[config.mk]
export PLATFORM = sky130hd
export DESIGN_NAME = sum_accumulator
export DESIGN_NICKNAME = d
export VERILOG_FILES = /design/src/rtl/sum_acc_pkg.sv /design/src/rtl/sum_accumulator.sv
export SDC_FILE = /design/constraint.sdc
export NUM_CORES = 1
export LEC_CHECK = 0
export BUFFER_PORTS_ARGS = -buffer_cell sky130_fd_sc_hd__buf_2
export CAP_MARGIN = 20
export CORE_UTILIZATION = 52
export DETAILED_ROUTE_END_ITERATION = 10
export HOLD_SLACK_MARGIN = 0.1
export PLACE_DENSITY = 0.82
export SETUP_SLACK_MARGIN = 0.05
export SLEW_MARGIN = 5
export SYNTH_ARGS = -nofsm -noshare
export SYNTH_HDL_FRONTEND = slang
export SYNTH_SLANG_ARGS = --single-unit
export TNS_END_PERCENT = 20
[constraint.sdc]
create_clock -name clk -period 2.3 [get_ports clk]
set_input_delay 0.23 -clock clk [delete_from_list [all_inputs] [get_ports clk]]
set_output_delay 0.23 -clock clk [all_outputs]
set_load 0.05 [all_outputs]
[src/rtl/sum_acc_pkg.sv]
// -----------------------------------------------------------------------------
// sum_acc_pkg
//   Shared types and default sizing for the sum accumulator and the adder
//   stage that feeds it.
//     DEF_WIDTH   : width of one adder result
//     DEF_COUNT   : beats folded into one accumulated total
//     acc_state_t : accumulator FSM states
// -----------------------------------------------------------------------------
package sum_acc_pkg;

  localparam int DEF_WIDTH = 4;
  localparam int DEF_COUNT = 4;

  typedef enum logic {
    ACCUM, // gathering beats
    HOLD   // presenting a completed total
  } acc_state_t;

endpackage

[src/rtl/sum_accumulator.sv]
// -----------------------------------------------------------------------------
// sum_accumulator
//   Consumes a stream of unsigned adder results through a valid/ready
//   handshake and folds COUNT accepted beats into one widened total.
//   The total is then offered through an output valid/ready handshake.
//   While a total is held, the input side is stalled.
//
// Ports
//   clk        in   1      clock, all state on rising edge
//   rst        in   1      synchronous reset, active-high
//   clear      in   1      drops the partial block (ignored while holding)
//   in_valid   in   1      in_sum is valid this cycle
//   in_ready   out  1      a beat can be accepted this cycle
//   in_sum     in   WIDTH  adder result, unsigned
//   out_valid  out  1      out_acc holds a completed total
//   out_ready  in   1      sink takes out_acc this cycle
//   out_acc    out  ACC_W  total of COUNT beats
// -----------------------------------------------------------------------------
module sum_accumulator
  import sum_acc_pkg::*;
#(
  parameter  int WIDTH = DEF_WIDTH,
  parameter  int COUNT = DEF_COUNT,             // must be >= 2
  localparam int ACC_W = WIDTH + $clog2(COUNT)  // COUNT*(2^WIDTH-1) always fits
) (
  input  logic             clk,
  input  logic             rst,
  input  logic             clear,
  input  logic             in_valid,
  output logic             in_ready,
  input  logic [WIDTH-1:0] in_sum,
  output logic             out_valid,
  input  logic             out_ready,
  output logic [ACC_W-1:0] out_acc
);

  localparam int              CNT_W    = $clog2(COUNT);
  localparam logic [CNT_W-1:0] CNT_LAST = CNT_W'(COUNT - 1);

  acc_state_t       state;
  acc_state_t       state_next;
  logic [ACC_W-1:0] acc;
  logic [ACC_W-1:0] acc_sum;
  logic [CNT_W-1:0] cnt;
  logic             accept;
  logic             last_beat;

  // Gated by rst and clear so a beat offered in those cycles is never taken.
  assign in_ready  = (state == ACCUM) && !clear && !rst;
  assign accept    = in_valid && in_ready;
  assign last_beat = (cnt == CNT_LAST);
  assign acc_sum   = acc + ACC_W'(in_sum);

  always_comb begin
    // NOTE: every always_comb output gets a default first so no path can
    // leave it unassigned and infer a latch.
    state_next = state;
    case (state)
      ACCUM:   if (accept && last_beat) state_next = HOLD;
      HOLD:    if (out_ready)           state_next = ACCUM;
      default:                          state_next = ACCUM;
    endcase
  end

  always_ff @(posedge clk) begin
    // NOTE: sequential state uses non-blocking assignments so every register
    // samples pre-edge values regardless of statement order.
    if (rst) begin
      state     <= ACCUM;
      acc       <= '0;
      cnt       <= '0;
      out_valid <= 1'b0;
      out_acc   <= '0;
    end else begin
      state <= state_next;
      if (state == ACCUM) begin
        // clear and accept are mutually exclusive: in_ready is low under clear.
        if (clear) begin
          acc <= '0;
          cnt <= '0;
        end else if (accept) begin
          if (last_beat) begin
            out_acc   <= acc_sum;
            out_valid <= 1'b1;
            acc       <= '0;
            cnt       <= '0;
          end else begin
            acc <= acc_sum;
            cnt <= cnt + CNT_W'(1);
          end
        end
      end else if (out_ready) begin
        // out_acc deliberately keeps its last total after the handshake.
        out_valid <= 1'b0;
      end
    end
  end

endmodule

Yosys cells after proc, flatten, opt, wreduce, memory -nomap -nowiden
Index checks and enable logic that the tools add are counted.
Cells by class
  add/sub/neg operators: 2
  multiply operators: 0
  divide/modulo/power cells: 0
  order comparisons: 0
  equality and inequality tests: 3
  shift operators: 0
  muxes and demuxes: 14
  bitwise logic cells: 2
  reductions and logical operators: 12
Operator list (count)
  6-bit two-way mux: 3
  4-bit AND reduction: 2
  1-bit two-way mux: 7
  6-bit by 4-bit adder with 6-bit output: 1
  2-bit two-way mux: 3
  2-bit nonzero test: 3
  1-bit logical AND: 4
  2-bit by 1-bit adder with 2-bit output (second input constant): 1
  2-bit equality test (second input constant): 1
  1-bit zero test: 2
  2-bit by 1-bit inequality test with 1-bit output (second input constant): 1
  2-bit inequality test (second input constant): 1
  1-bit inverter: 2
  1-bit case mux with 2 select lines: 1
  2-bit AND reduction: 1
Storage, ports and cells
  register bits: 16
  bits in latches: 0
  memory bits (writable): 0
  memory bits (read-only): 0
  input bits: 9
  output and inout port bits: 8
  memories: 0

Depth between registers and ports, before layout
  depth after elaboration: 7
  mapped depth: 7
  depth with buffers taken out: 7

Worst setup path before layout
No wires, ideal clock.
  kind: flip-flop to output port
  start point: register state
  end point: output port in_ready
  arrival: 1.427 ns
  path slack: 0.643 ns
  cell stages (with the launch flop): 2
  buffers on the path: 0
  cells stage by stage: dfxtp_1 nor3_1
Between the ends
  longest elaborated chain between the ends: 3
Ends and longest elaborated chain
  from (decl): RTL line sum_accumulator.sv:40  | acc_state_t state;
  from (signal assigned): RTL line sum_accumulator.sv:75  | state <= state_next;
  1-bit inverter (no source line)
  1-bit logical AND (2 in a row): RTL line sum_accumulator.sv:49  | assign in_ready = (state == ACCUM) && !clear && !rst;
  to (decl): RTL line sum_accumulator.sv:30  | output logic in_ready,
No other way between the ends.

Worst setup path in the final report
  start point: register state
  end point: register acc[4]
Between the ends
  longest elaborated chain between the ends: 6
Ends and longest elaborated chain
  1-bit inverter (no source line) (*)
  1-bit logical AND (2 in a row): RTL line sum_accumulator.sv:49
  1-bit logical AND: RTL line sum_accumulator.sv:50  | assign accept = in_valid && in_ready;
  2-bit nonzero test (no source line)
  2-bit AND reduction (no source line) (*)
  to (signal assigned): RTL line sum_accumulator.sv:88  | acc <= acc_sum;
  to (decl): RTL line sum_accumulator.sv:42  | logic [ACC_W-1:0] acc;
Mark *: on every way between the ends. The rest lies on a longest branch, timed or not.
A chain may end at the register's enable or synchronous reset.

==> results by group <==
Floorplanning
  • Core area: 1490 um^2
  • # IOs: 17
  • DIE HEIGHT: 41.8 um
  • Die W: 41.8 um
  • DIE AREA: 1750 um^2
  • Cell Rows: 14
  • Initial core utilization: 0.554

Cells and area
  • Area growth syn-to-layout: 12.6%
  • Layout net count: 122
  • Final Non-Filler Cells: 121
  • Layout cells sized above 1: 0.200
  • Post-route cell area: 928 um^2
  • Filler instances: 131
  • Most frequent cells in the layout: 16 x dfxtp_1, 16 x buf_2, 8 x nor2_1, 8 x nand3b_1, 6 x inv_1
  • # diodes: 0

Worst hold path
  • Hold_sp: out_ready
  • Min-Delay Path Class: input pin to flip-flop

Critical path
  • Required time worst endpoint: 2.52 ns
  • Worst path top cell family by delay: simple AND/OR/NAND/NOR gates
  • CP Capture Type: flip-flop
  • Worst path arrival time: 1.96 ns
  • CP Cell Sequence: or4b_4 > nor2_4 > or4b_1 > a31oi_1
  • R2R Path Start: state
  • Critical Path Start Type: flip-flop
  • Worst path buffer plus inverter count: 0
  • CP Max Fanout: 7
  • Critical Path Slowest Stage Cell: or4b_4
  • Crit-path max cell delay: 0.55 ns
  • Worst setup startpoint: state
  • Critical path type: flip-flop to flip-flop

Clock tree
  • CTS resizes: 0
  • Clock Path Buffers: 2
  • CTS buffer count: 3
  • Setup Buffers After CTS: 0
  • Clock Latency Late Sink: 0.28 ns
  • H-tree depth: 1
  • # hold bufs at CTS: 0
  • TritonCTS clock tree: done
  • Clock sinks: 16
  • CTS clk-pin slew, worst paths: 0.09 ns
  • Root Buffer: clkbuf_4

Timing
  • Setup ws final: 0.559 ns
  • Min Hold Slack: 0.236 ns
  • Total negative slack: 0 ns
  • Crit path time final: 1.74 ns
  • Worst Tran Pin Value: 0.463 ns
  • RSZ-0062 raised after global routing: no
  • Setup Viol. Count Final: 0
  • Slew Limit Fails: 0
  • Max transition margin: 0.690
  • Clock skew: 0.00594 ns
  • Fmax: 574 MHz
  • Final worst-path cycle share: 0.757
  • Hold Vio Cnt, Final: 0

Power
  • Clock power share: 0.295
  • Power share of the sequential group: 0.591
  • Power share of the combinational group: 0.114
  • Switching pwr: 0.000115 W
  • Internal Pwr Total: 0.000364 W
  • Sw Share: 0.240
  • Peak VDD IR: 0.447 mV
  • Power per standard cell area: 515 nW/um^2
  • Leak: 0.400 nW

Routing
  • DR iter-0 viols: 19
  • WL final: 1490 um
  • Post-DRT Antenna Nets: 0
  • Via density: 5.60
  • Vias: 678
  • Total iterations of the first detailed-routing run: 4
  • DR DRC count: 0
  • WL per Instance: 12.3 um

Global route
  • Remaining global-route overflow: 0
  • GR Util All Layers: 0.209
  • Vias in the first global route: 689
  • Largest net degree at the start of global routing: 20
  • First-pass GRT wire length: 2780 um
  • Initial antenna violation count: 0

Placement
  • PortBufs: 16
  • Hpwl dp: 1130 um
  • Placed Instances: 118
  • Dpl cell area: 906 um^2
  • Place WS: 0.503 ns
  • RePlAce Congestion: 0.739

Yosys
  • Cell count after synthesis: 89
  • Post-synthesis register bit count: 16
  • Mean area per synthesized cell: 9.26 um^2
  • Mapped Area: 825 um^2
  • Yosys cell types: 28
  • Post-synthesis sequential area ratio: 0.388
  • Synthesized Nets: 104
  • Yosys warnings: 0

Status
  • Status: finished clean

Run
  • Max_cap viols: 0
through the flow:
step	util	power, W
3_5_place_dp	0.608	0.000344
6_report	0.624	0.000478
4_1_cts	0.624	0.000485
3_3_place_gp	0.608	0.000342
2_1_floorplan	-	0.000328
5_1_grt	0.624	0.000505
tightest hold or removal path, stage by stage:
cell and delay (ns):
buf_2 0.08, nand2_1 0.05, nand3b_1 0.07, nand2_1 0.05
layout make-up:
type	instances	area, um^2	area share
Clock buffer	3	22.5	0.0243
Inverter	6	22.5	0.0243
Multi-Input combinational cell	64	463	0.499
Sequential cell	16	320	0.345
Tap cell	16	20.0	0.0216
Timing Repair Buffer	16	80.1	0.0863
synth_stat cells (all sizes together):
cell | count | area, um^2
a21oi | 4 | 20.0
a22oi | 3 | 22.5
a31oi | 1 | 6.26
a32oi | 1 | 8.76
buf | 1 | 11.3
clkbuf | 2 | 7.51
dfxtp | 16 | 320
fa | 1 | 20.0
ha | 5 | 62.6
inv | 6 | 22.5
mux2i | 3 | 30.0
nand2 | 5 | 18.8
nand2b | 1 | 6.26
nand3 | 2 | 10.0
nand3b | 8 | 60.1
nor2 | 9 | 41.3
nor2b | 2 | 12.5
nor3 | 2 | 10.0
o211ai | 2 | 15.0
o21a | 2 | 15.0
o21ai | 2 | 10.0
o21bai | 3 | 22.5
o22ai | 1 | 6.26
o31ai | 2 | 15.0
or4b | 2 | 23.8
xnor2 | 3 | 26.3
cells by family after synthesis:
family / after synthesis / synth area share
multiplexers: 3 / 0.0364
buffers and inverters: 9 / 0.0501
XOR/XNOR: 3 / 0.0319
AO/OA/AOI/OAI: 21 / 0.171
AND/OR/NAND/NOR: 31 / 0.222
adder cells (fa/ha/maj): 6 / 0.100
flip-flops: 16 / 0.388
path summary, 6_finish.rpt:
check | endpoint | slack (ns) | cells after the start
setup / recovery | acc[4] | 0.56 | 4
hold reg to reg | cnt[0] | 0.48 | 2
setup reg to reg | acc[4] | 0.56 | 4
hold / removal | out_valid | 0.24 | 4
metal layers:
metal / GRT usage / share of wire
met1: 0.253 / 0.49
met3: 0.0870 / 0.046
met2: 0.325 / 0.45
met4: 0.0839 / 0.011
met5: 0 / 0
state kept, by name (all words and copies together), names as in the netlist:
register and count:
out_acc 6, out_valid 1, cnt 2, acc 6, state 1
power groups by stage:
stage                     registers (W)   logic, W  clock network, W
after global routing           0.000283  0.0000618          0.000160
after floorplan                0.000289  0.0000396                 0
after CTS                      0.000283  0.0000548          0.000147
after global placement         0.000289  0.0000532                 0
final                          0.000282  0.0000546          0.000141
after detailed placement       0.000289  0.0000547                 0
(Power assumes the default switching activity.)
